==> src/rtl/uart_pkg.sv <==
// Shared definitions for the UART blocks: state encoding, oversampling
// constants and the 2-of-3 majority vote used for bit decisions.
package uart_pkg;

    typedef enum logic [2:0] {
        IDLE   = 3'd0,
        START  = 3'd1,
        DATA   = 3'd2,
        PARITY = 3'd3,
        STOP   = 3'd4
    } state_t;

    localparam int         OVS         = 16;
    localparam logic [3:0] SAMPLE_LO   = 4'd7;
    localparam logic [3:0] SAMPLE_MID  = 4'd8;
    localparam logic [3:0] SAMPLE_HI   = 4'd9;
    localparam logic [3:0] LAST_SAMPLE = 4'd15;
    localparam int         DATA_BITS   = 8;

    function automatic logic majority3(input logic a, input logic b, input logic c);
        return (a & b) | (a & c) | (b & c);
    endfunction

endpackage

==> src/rtl/uart_baud_tick.sv <==
// Free-running oversample tick generator: one-cycle pulse every BAUD_DIV clocks.
// Shared by the UART receiver and transmitter; never restarted by frame events.
module uart_baud_tick #(
    parameter int BAUD_DIV = 27
) (
    input  logic clk,
    input  logic rst,
    output logic tick
);
    localparam int              CW   = $clog2(BAUD_DIV);
    localparam logic [CW-1:0]   LAST = CW'(BAUD_DIV - 1);

    logic [CW-1:0] cnt_reg;

    always_ff @(posedge clk or negedge rst) begin
        if (!rst) begin
            cnt_reg <= '0;
        end else if (cnt_reg == LAST) begin
            cnt_reg <= '0;
        end else begin
            cnt_reg <= cnt_reg + CW'(1);
        end
    end

    assign tick = (cnt_reg == LAST);

endmodule

==> src/rtl/uart_rx.sv <==
// 8N1 UART receiver, 16x oversampling with 2-of-3 majority vote per bit.
// Optional even parity (PARITY state and parity_err port) with UART_RX_PARITY_EN.
module uart_rx
    import uart_pkg::*;
#(
    parameter int BAUD_DIV = 27
) (
    input  logic       clk,
    input  logic       rst,
    input  logic       ser_rxd,
    input  logic       rd,
    output logic [7:0] rx_data,
    output logic       rx_ready,
    output logic       frame_err,
    output logic       overrun,
    output logic       rx_busy
`ifdef UART_RX_PARITY_EN
    ,
    output logic       parity_err
`endif
);
    localparam int CNT_W = $clog2(OVS);

    logic             tick;
    logic             sync1_reg;
    logic             rxd_s;
    state_t           state_reg, state_next;
    logic [CNT_W-1:0] cnt_reg, cnt_next;
    logic [2:0]       bit_idx_reg, bit_idx_next;
    logic [7:0]       shift_reg, shift_next;
    logic [1:0]       samp_reg, samp_next;
    logic             bit_reg, bit_next;
    logic             stop_reg, stop_next;
    logic             done_reg, done_next;
    logic             maj_now;
    logic [7:0]       rx_data_reg;
    logic             rx_ready_reg, frame_err_reg, overrun_reg;
`ifdef UART_RX_PARITY_EN
    logic             par_reg, par_next;
    logic             parity_err_reg;
`endif

    uart_baud_tick #(.BAUD_DIV(BAUD_DIV)) u_tick (
        .clk  (clk),
        .rst  (rst),
        .tick (tick)
    );

    always_ff @(posedge clk or negedge rst) begin
        if (!rst) begin
            sync1_reg <= 1'b1;
            rxd_s     <= 1'b1;
        end else begin
            sync1_reg <= ser_rxd;
            rxd_s     <= sync1_reg;
        end
    end

    // Vote uses the stored samples 7 and 8 plus the live sample 9.
    assign maj_now = majority3(samp_reg[0], samp_reg[1], rxd_s);

    always_ff @(posedge clk or negedge rst) begin
        if (!rst) begin
            state_reg   <= IDLE;
            cnt_reg     <= '0;
            bit_idx_reg <= '0;
            shift_reg   <= '0;
            samp_reg    <= '0;
            bit_reg     <= 1'b0;
            stop_reg    <= 1'b0;
            done_reg    <= 1'b0;
`ifdef UART_RX_PARITY_EN
            par_reg     <= 1'b0;
`endif
        end else begin
            state_reg   <= state_next;
            cnt_reg     <= cnt_next;
            bit_idx_reg <= bit_idx_next;
            shift_reg   <= shift_next;
            samp_reg    <= samp_next;
            bit_reg     <= bit_next;
            stop_reg    <= stop_next;
            done_reg    <= done_next;
`ifdef UART_RX_PARITY_EN
            par_reg     <= par_next;
`endif
        end
    end

    always_comb begin
        state_next   = state_reg;
        cnt_next     = cnt_reg;
        bit_idx_next = bit_idx_reg;
        shift_next   = shift_reg;
        samp_next    = samp_reg;
        bit_next     = bit_reg;
        stop_next    = stop_reg;
        done_next    = 1'b0;
`ifdef UART_RX_PARITY_EN
        par_next     = par_reg;
`endif
        if (tick) begin
            if (state_reg == IDLE) begin
                // The detecting tick is sample 0 of the start bit, so counting resumes at 1.
                if (!rxd_s) begin
                    state_next = START;
                    cnt_next   = CNT_W'(1);
                end
            end else begin
                cnt_next = cnt_reg + CNT_W'(1);
                if (cnt_reg == SAMPLE_LO)  samp_next[0] = rxd_s;
                if (cnt_reg == SAMPLE_MID) samp_next[1] = rxd_s;
                if (cnt_reg == SAMPLE_HI)  bit_next     = maj_now;
                case (state_reg)
                    START: begin
                        if (cnt_reg == SAMPLE_HI && maj_now) begin
                            state_next = IDLE;
                        end else if (cnt_reg == LAST_SAMPLE) begin
                            state_next   = DATA;
                            bit_idx_next = '0;
                        end
                    end
                    DATA: begin
                        if (cnt_reg == LAST_SAMPLE) begin
                            shift_next   = {bit_reg, shift_reg[7:1]};
                            bit_idx_next = bit_idx_reg + 3'd1;
                            if (bit_idx_reg == 3'(DATA_BITS - 1)) begin
`ifdef UART_RX_PARITY_EN
                                state_next = PARITY;
`else
                                state_next = STOP;
`endif
                            end
                        end
                    end
`ifdef UART_RX_PARITY_EN
                    PARITY: begin
                        if (cnt_reg == LAST_SAMPLE) begin
                            par_next   = bit_reg;
                            state_next = STOP;
                        end
                    end
`endif
                    STOP: begin
                        if (cnt_reg == SAMPLE_HI) begin
                            state_next = IDLE;
                            done_next  = 1'b1;
                            stop_next  = maj_now;
                        end
                    end
                    default: state_next = IDLE;
                endcase
            end
        end
    end

    // A read in the completion cycle frees the holding register for the new byte.
    always_ff @(posedge clk or negedge rst) begin
        if (!rst) begin
            rx_data_reg    <= '0;
            rx_ready_reg   <= 1'b0;
            frame_err_reg  <= 1'b0;
            overrun_reg    <= 1'b0;
`ifdef UART_RX_PARITY_EN
            parity_err_reg <= 1'b0;
`endif
        end else if (done_reg && (!rx_ready_reg || rd)) begin
            rx_data_reg    <= shift_reg;
            rx_ready_reg   <= 1'b1;
            frame_err_reg  <= ~stop_reg;
            overrun_reg    <= 1'b0;
`ifdef UART_RX_PARITY_EN
            parity_err_reg <= ^{shift_reg, par_reg};
`endif
        end else if (done_reg) begin
            overrun_reg    <= 1'b1;
        end else if (rd && rx_ready_reg) begin
            rx_ready_reg   <= 1'b0;
            frame_err_reg  <= 1'b0;
            overrun_reg    <= 1'b0;
`ifdef UART_RX_PARITY_EN
            parity_err_reg <= 1'b0;
`endif
        end
    end

    assign rx_data   = rx_data_reg;
    assign rx_ready  = rx_ready_reg;
    assign frame_err = frame_err_reg;
    assign overrun   = overrun_reg;
    assign rx_busy   = (state_reg != IDLE);
`ifdef UART_RX_PARITY_EN
    assign parity_err = parity_err_reg;
`endif

endmodule

==> config.mk <==
export PLATFORM = sky130hd
export DESIGN_NAME = uart_rx
export DESIGN_NICKNAME = d
export VERILOG_FILES = /design/src/rtl/uart_pkg.sv /design/src/rtl/uart_baud_tick.sv /design/src/rtl/uart_rx.sv
export SDC_FILE = /design/constraint.sdc
export NUM_CORES = 1
export LEC_CHECK = 0
export ABC_AREA = 1
export ABC_CLOCK_PERIOD_IN_PS = 1400
export BUFFER_PORTS_ARGS = -buffer_cell sky130_fd_sc_hd__buf_2
export CORE_UTILIZATION = 40
export CTS_CLUSTER_SIZE = 12
export DETAILED_ROUTE_END_ITERATION = 6
export GPL_TIMING_DRIVEN = 0
export PLACE_DENSITY = 0.57
export SKIP_CTS_REPAIR_TIMING = 1
export SLEW_MARGIN = 20
export SYNTH_ARGS = -nofsm -noshare
export SYNTH_HDL_FRONTEND = slang
export SYNTH_SLANG_ARGS = --single-unit
==> constraint.sdc <==
create_clock -name clk -period 1.4 [get_ports clk]
set_input_delay 0.07 -clock clk [delete_from_list [all_inputs] [get_ports clk]]
set_output_delay 0.07 -clock clk [all_outputs]
set_load 0.02 [all_outputs]
; Yosys cells after proc, flatten, opt, wreduce, memory -nomap -nowiden
; Cells that the tools add are included.
; Widths: inputs -> output; s select.
[word_totals]
word_cells = 88
inputBits = 4
out_inout_bits = 12
regBits = 41
[op_classes]
mux = 25
bitwise_logic = 7
addsub = 3
eq_ne = 18
n_reduce_logical = 19
[op_table]
columns = cell, count
row1 = $mux 3, 10
row2 = $eq 4x4->1 const B, 3
row3 = $reduce_and 6->1, 2
row4 = $mux 1, 10
row5 = $ne 3x3->1 const B, 3
row6 = $pmux 3 s3, 1
row7 = $reduce_and 3->1, 3
row8 = $mux 4, 2
row9 = $ne 2x2->1 const B, 4
row10 = $reduce_and 4->1, 2
row11 = $eq 3x3->1 const B, 2
row12 = $pmux 3 s2, 1
row13 = $reduce_bool 3->1, 2
row14 = $add 5x1->5 const B, 1
row15 = $eq 5x5->1 const B, 1
row16 = $mux 5, 1
row17 = $add 4x1->4 const B, 1
row18 = $eq 4x3->1 const B, 1
row19 = $ne 4x4->1 const B, 1
row20 = $reduce_and 2->1, 2
row21 = $reduce_bool 2->1, 2
row22 = $add 3x1->3 const B, 1
row23 = $and 1x1->1, 3
row24 = $eq 3x1->1 const B, 1
row25 = 8 further kinds, 12

; Longest topological paths before layout
; Gate-level depths: netlist of run 1.
[depth]
depth_word = 7
ltp_mapped = 10
mapped_depth_nobuf = 10

; Cells and area by module
; From an unflattened synthesis of run 1, not the netlist that was laid out.
[hier_totals]
cells_unflattened = 209
area_unflattened_um2 = 1886.8
[modules_own_cells]
columns = module, n_inst, cells_per_inst, area_per_inst_um2, seq_area_each_um2
row1 = uart_rx, 1, 180, 1641.6, 903.4
row2 = uart_baud_tick, 1, 29, 245.2, 125.1

; Worst setup path before layout of run 1
; Ideal clock, no wire load.
[synth_timing]
path_kind = reg2reg
start = register u_tick.cnt_reg[0]
end = register state_reg[1]
period_less_slack_ps = 1397
required_ps = 1283
arrival_time_ps = 1280
setup_slack_ps = 3
stages_incl_launch_ff = 10
n_path_buf = 0
cell_sequence = dfrtp_1 > inv_1 > ha_1 > nand4_2 > clkinv_2 > nand2_4 > nor2_4 > nand2_1 > nand2_1 > nand2_1
[synth_between]
elab_chain_len = 2
[synth_lines]
columns = element, line_no
row1 = start: declaration, uart_baud_tick.sv:13  ; logic [CW-1:0] cnt_reg;
row2 = start signal: assignment, uart_baud_tick.sv:21  ; cnt_reg <= cnt_reg + CW'(1);
row3 = $eq 5x5->1, uart_baud_tick.sv:25  ; assign tick = (cnt_reg == LAST);
row4 = $reduce_and 6->1 (no line), --
row5 = end signal: assignment, uart_rx.sv:76  ; state_reg <= state_next;
row6 = end: declaration, uart_rx.sv:27  ; state_t state_reg, state_next;
; Every way passes these cells.
; A chain may end at the register's enable or synchronous reset.

; Worst setup path after layout of run 1
[layout_timing]
start = register u_tick.cnt_reg[0]
end = register shift_reg[5]
[layout_between]
elab_chain_len = 2
[layout_lines]
columns = element, line_no
row1 = $eq 5x5->1, uart_baud_tick.sv:25
row2 = $reduce_and 4->1 (no line), --
row3 = end signal: assignment, uart_rx.sv:79  ; shift_reg <= shift_next;
row4 = end: declaration, uart_rx.sv:30  ; logic [7:0] shift_reg, shift_next;
; Every way passes these cells.

==> run_results.csv, run 1 <==
group,metric,value,unit
status,status,"finished with violations",
status,violations,"negative setup slack",
cells_and_area,drive_above_1_share,0.3489,
sta,skew,0.003997,ns
detailed_routing,route.detailed.drc,0,
cts,tritoncts,"done",
setup_path,worstPathMaxFanout,8,
place,routabilityCongestion,0.7972,
synthesis,synthArstFlopShare,1.000,
pwr,comb_power_share,0.032,
pwr,p_sw,0.4168,mW
worst_hold_path,min_path_type,"in2reg",
setup_path,critPathArrivalTime,1.66,ns
synthesis,synth_common_cells,"51 x nand2_1, 39 x dfrtp_1, 22 x inv_1",
grt,busiest_layer,"met1",
floorplanning,core_area,4444,um2
grt,grt_use_total,0.1445,
synthesis,synth_area_per_cell,9.384,um2
grt,met2_usage,0.2062,
cells_and_area,finalNonFillerCells,287,
cts,ctsHtreeMaxLevel,2,
run,cap_violations,0,
sta,fin_crit,1.483,ns
place,io_buffers,15,
sta,fin_tns_setup,-0.7533,ns
synthesis,yosysWarnings,0,
synthesis,synth_cell_types,31,
cells_and_area,nFillCells,417,
detailed_routing,ant_nets,0,
synthesis,syn-num-nets,213,
detailed_routing,via_per_inst,4.857,
cts,cts_made_buffers,5,
synthesis,yosysSeqAreaShare,0.5426,
sta,timing.fmax,0.6743,GHz
detailed_routing,wl_per_cell,12.16,um
pwr,p_int,1.602,mW
floorplanning,fp.dieW,70.84,um
sta,setup_violations,13,
cts,cts_buffer_depth,2,
pwr,seqPwrFrac,0.594,
cells_and_area,area_delta_synth_final,26.20,%
cts,cts-root-buf,"clkbuf_8",
cells_and_area,diodes,0,
synthesis,synthCells,202,
grt,grt_max_degree,42,
sta,timing.final.ws_setup,-0.08301,ns
grt,grt_pass1_wl,5.713,mm
sta,rsz0062_at_grt,"yes",
pwr,ir_worst_vdd,0.6701,mV
synthesis,yosys.area.top_type,"dfrtp_1",
cts,worstSkewPairLatency,0.28,ns
place,pre_cts_ws,-0.2066,ns
synthesis,synth-edff-count,0,
synthesis,yosys.area.top_type_share,0.5149,
detailed_routing,drt_iter0_markers,72,
pwr,p_clk_frac,0.373,
floorplanning,die_height,70.84,um
setup_path,worstSetupEndpointType,"register",
cts,cts.sinks,41,
cells_and_area,layout.nets,246,
pwr,p_leak,1.168,nW
synthesis,ys.flop_type,"dfrtp_1",
sta,fin_crit_sh,1.059,
place,dpl.hpwl,2.226,mm
synthesis,mappedNetlistArea,1896,um2
grt,gr-total-overflow,0,
sta,final_max_slew_viol_count,0,
setup_path,rrSetupSlack,-0.08,ns
grt,antenna_found_initial,0,
synthesis,synth_most_common_cell,"nand2_1",
pwr,power_density,843.8,nW/um2
setup_path,cp-start-kind,"register",
floorplanning,pin_count,16,
grt,grt_pass1_vias,1206,
sta,slew_headroom,0.4096,
cts,path_clk_slew,0.07,ns
sta,tightest_slew,0.8856,ns
grt,gr-usage-met1,0.2144,
floorplanning,dieArea,5018,um2
synthesis,synth-seq-cells,41,
sta,hold_viol,0,
detailed_routing,drt_wl_total,3.491,mm
detailed_routing,vias,1394,
floorplanning,rows,24,
grt,met3_usage,0.03419,
floorplanning,initial_core_util,0.4265,
detailed_routing,drtPass1Iterations,6,
setup_path,critical_path_required,1.58,ns
synthesis,synthTopCellsByArea,"dfrtp_1 51%, nand2_1 10%, ha_1 4.6%",
place,dp_cells,269,
setup_path,path_class,"reg2reg",
pwr,switching_share,0.2065,
-- stage by stage --
step	total power [mW]	hold slack (ns)	instance area [um2]	util
3_3_place_gp	1.278	0.1756	2036	0.4581
4_1_cts	2.037	-0.1308	2122	0.4775
6_report	2.019	0.04505	2392	0.5383
5_1_grt	2.109	0.08463	2392	0.5383
3_5_place_dp	1.278	0.1769	2036	0.4581
2_1_floorplan	1.244	-0.2256	1896	-
-- critical path, stage by stage (launching register included) --
cell and delay [ns]:
dfrtp_1 0.42, inv_1 0.08, ha_2 0.20, nand4_4 0.13, nor2_8 0.19, nand2_8 0.10
buf_12 0.16, nand2_4 0.05, o21ai_2 0.04
-- routing by layer --
metal,up-vias,part of all wire
met5,-,0
met4,0,0.011
met3,5,0.027
met2,18,0.45
met1,662,0.51
li1,709,-
-- path summary, 6_finish.rpt --
| kind | from | end | cells past startpoint |
|---|---|---|---|
| hold reg to reg | sync1_reg | rxd_s | 0 |
| hold / removal | rd | rx_ready | 4 |
| setup reg to reg | u_tick.cnt_reg[0] | shift_reg[5] | 8 |
| min in group asynchronous | rst | u_tick.cnt_reg[3] | 2 |
| setup / recovery | u_tick.cnt_reg[0] | shift_reg[5] | 8 |
| max in group asynchronous | rst | cnt_reg[0] | 2 |
-- cell families (layout without fill, tap and decap cells) --
logic type	after synthesis	in the layout	synth area share
flip-flops	41	41	0.5426
AND/OR/NAND/NOR	92	92	0.2323
buffers and inverters	29	62	0.06336
AO/OA/AOI/OAI	28	28	0.09109
XOR/XNOR	4	4	0.01849
multiplexers	1	1	0.005940
adder cells (fa/ha/maj)	7	7	0.04620
-- power groups by stage --
| stage | sequential (mW) | clock (mW) | combinational [mW] |
|---|---|---|---|
| 2_1_floorplan | 1.22 | 0 | 0.0238 |
| 3_3_place_gp | 1.22 | 0 | 0.0570 |
| 3_5_place_dp | 1.22 | 0 | 0.0568 |
| 4_1_cts | 1.20 | 0.782 | 0.0571 |
| 5_1_grt | 1.20 | 0.832 | 0.0770 |
| 6_report | 1.20 | 0.754 | 0.0653 |
-- cell usage in the layout (no fill, tap or decap), types with 5 or more instances in the layout --
master	n
o21ai_0	10
buf_4	7
inv_1	20
nand3_1	10
nand2_1	44
nand2_2	5
clkbuf_8	6
o21ai_2	9
nand3_2	5
nor2_1	10
nand2_4	7
buf_2	15
dfrtp_1	38
-- area by class of cell --
class                      instances  area [um2]  area share
sequential                        41        1030      0.4304
tap                               52       65.06     0.02720
inverter                          27       113.9     0.04759
timing repair buffer              26       183.9     0.07688
clock buffer                       7       86.33     0.03609
multi-input combinational        132       888.4      0.3713
buffer                             2       25.02     0.01046
Power figures use the tool's default switching activity.
==> inputs of run 2 (changes only) <==
--- a/config.mk
+++ b/config.mk
@@ -8,6 +8,7 @@
 export ABC_AREA = 1
 export ABC_CLOCK_PERIOD_IN_PS = 1400
 export BUFFER_PORTS_ARGS = -buffer_cell sky130_fd_sc_hd__buf_2
+export CORE_ASPECT_RATIO = 1.2
 export CORE_UTILIZATION = 40
 export CTS_CLUSTER_SIZE = 12
 export DETAILED_ROUTE_END_ITERATION = 6
==> run_results.csv, run 2 (same netlist as run 1, synthesis figures left out) <==
group,metric,value,unit
status,status,"finished with violations",
status,violations,"design-rule violations, negative setup slack",
detailed_routing,vias,1398,
cts,tritoncts,"done",
cts,cts-root-buf,"clkbuf_8",
setup_path,critPathArrivalTime,1.60,ns
floorplanning,pin_count,16,
detailed_routing,wl_per_cell,11.60,um
cts,cts.sinks,41,
cts,ctsHtreeMaxLevel,2,
pwr,ir_worst_vdd,0.5115,mV
detailed_routing,drt_iter0_markers,70,
sta,timing.fmax,0.6996,GHz
setup_path,worstSetupEndpointType,"register",
cells_and_area,final_common_cell,"nand2_1",
place,routabilityCongestion,0.8536,
pwr,p_sw,0.4528,mW
cells_and_area,diodes,0,
sta,final_max_slew_viol_count,0,
grt,grt_pass1_vias,1205,
cts,cts_made_buffers,5,
sta,skew,0.01429,ns
detailed_routing,drt_wl_total,3.458,mm
floorplanning,dieArea,5019,um2
cells_and_area,regArea,1030,um2
detailed_routing,via_per_inst,4.691,
sta,fin_tns_setup,-0.1404,ns
floorplanning,fp.dieW,64.84,um
setup_path,path_class,"reg2reg",
detailed_routing,route.detailed.drc,2,
sta,hold_viol,0,
place,io_buffers,15,
cts,worstSkewPairLatency,0.29,ns
floorplanning,initial_core_util,0.4156,
grt,gr-total-overflow,0,
worst_hold_path,min_path_type,"in2reg",
cells_and_area,finalNonFillerCells,298,
cells_and_area,final_cell_mix,"42 x nand2_1, 38 x dfrtp_1, 20 x inv_1, 15 x buf_2, 12 x nand3_1",
detailed_routing,drtPass1Iterations,6,
grt,grt_pass1_wl,5.658,mm
cells_and_area,area_delta_synth_final,27.26,%
sta,slew_headroom,0.4045,
pwr,p_leak,1.219,nW
sta,timing.final.ws_setup,-0.02930,ns
pwr,p_int,1.729,mW
floorplanning,rows,27,
cells_and_area,drive_above_1_share,0.3458,
sta,fin_crit_sh,1.021,
detailed_routing,ant_nets,0,
setup_path,critical_path_required,1.57,ns
cells_and_area,layout.nets,251,
place,dpl.hpwl,2.236,mm
pwr,power_density,904.3,nW/um2
cells_and_area,nFillCells,418,
place,dp_cells,275,
grt,antenna_found_initial,0,
sta,setup_violations,11,
sta,tightest_slew,0.8933,ns
sta,fin_crit,1.429,ns
sta,rsz0062_at_grt,"yes",
pwr,switching_share,0.2075,
setup_path,worstPathMaxFanout,5,
run,cap_violations,0,
pwr,seqPwrFrac,0.550,
floorplanning,die_height,77.41,um
cts,path_clk_slew,0.07,ns
pwr,comb_power_share,0.030,
cts,cts_buffer_depth,2,
floorplanning,core_area,4561,um2
grt,grt_max_degree,42,
pwr,power,2.181,mW
pwr,p_clk_frac,0.420,
cells_and_area,multiInputGateArea,847.1,um2
setup_path,cp-start-kind,"register",
grt,grt_use_total,0.1475,
run 2: cell types whose count changed in the layout (fill, tap and decap cells not counted), sizes merged:
cell,before,now
clkinv,1,2
clkbuf,9,7
bufinv,0,1
buf,24,29
run 2: final cells by class:
type,instances,area share
inverters,27,0.04512
plain buffers,2,0.01037
multi-input cells,132,0.3511
well taps,58,0.03008
clock buffers,5,0.02853
flip-flops and latches,41,0.4269
repair buffers,31,0.09336
clock inverters,2,0.01452
run 2: metal layers:
layer  up-vias  part of all wire  GRT usage
li1        719                 -          -
met1       658              0.48     0.2050
met2        16              0.48     0.2125
met3         5             0.026    0.04118
met4         0             0.018    0.06444
met5         -                 0          0
run 2: critical path: stages, from the launching register on:
cell and delay [ns]:
dfrtp_1 0.40, inv_1 0.07, ha_2 0.19, nand4_4 0.14, nor2_8 0.17, nand2_4 0.10
buf_12 0.15, nand2_4 0.05, o21ai_2 0.04
run 2: worst paths after layout:
check / end / cells past startpoint / from / slack, ns
min: rx_ready / 4 / rd / 0.04
min reg2reg: rxd_s / 0 / sync1_reg / 0.36
min in group asynchronous: rx_data[4] / 2 / rst / 0.44
max in group asynchronous: cnt_reg[0] / 2 / rst / 0.35
max reg2reg: shift_reg[5] / 8 / u_tick.cnt_reg[0] / -0.03
max: shift_reg[5] / 8 / u_tick.cnt_reg[0] / -0.03
run 2: per-stage QoR:
stage | hold slack (ns) | utilization | area, um2 | setup WS [ns]
2_1_floorplan | -0.2256 | - | 1896 | 0.003383
3_3_place_gp | 0.1757 | 0.4480 | 2043 | -0.1777
3_5_place_dp | 0.1768 | 0.4480 | 2043 | -0.2170
4_1_cts | -0.1288 | 0.4708 | 2147 | -0.2191
5_1_grt | 0.08613 | 0.5289 | 2412 | -0.1347
6_report | 0.04295 | 0.5289 | 2412 | -0.02930
run 2: power groups by stage:
| stage | clock (mW) | sequential (mW) | combinational, mW |
|---|---|---|---|
| finish | 0.917 | 1.20 | 0.0646 |
| global route | 0.994 | 1.20 | 0.0756 |
| CTS | 0.944 | 1.20 | 0.0572 |
| detailed placement | 0 | 1.22 | 0.0570 |
| global placement | 0 | 1.22 | 0.0568 |
| floorplan | 0 | 1.22 | 0.0238 |
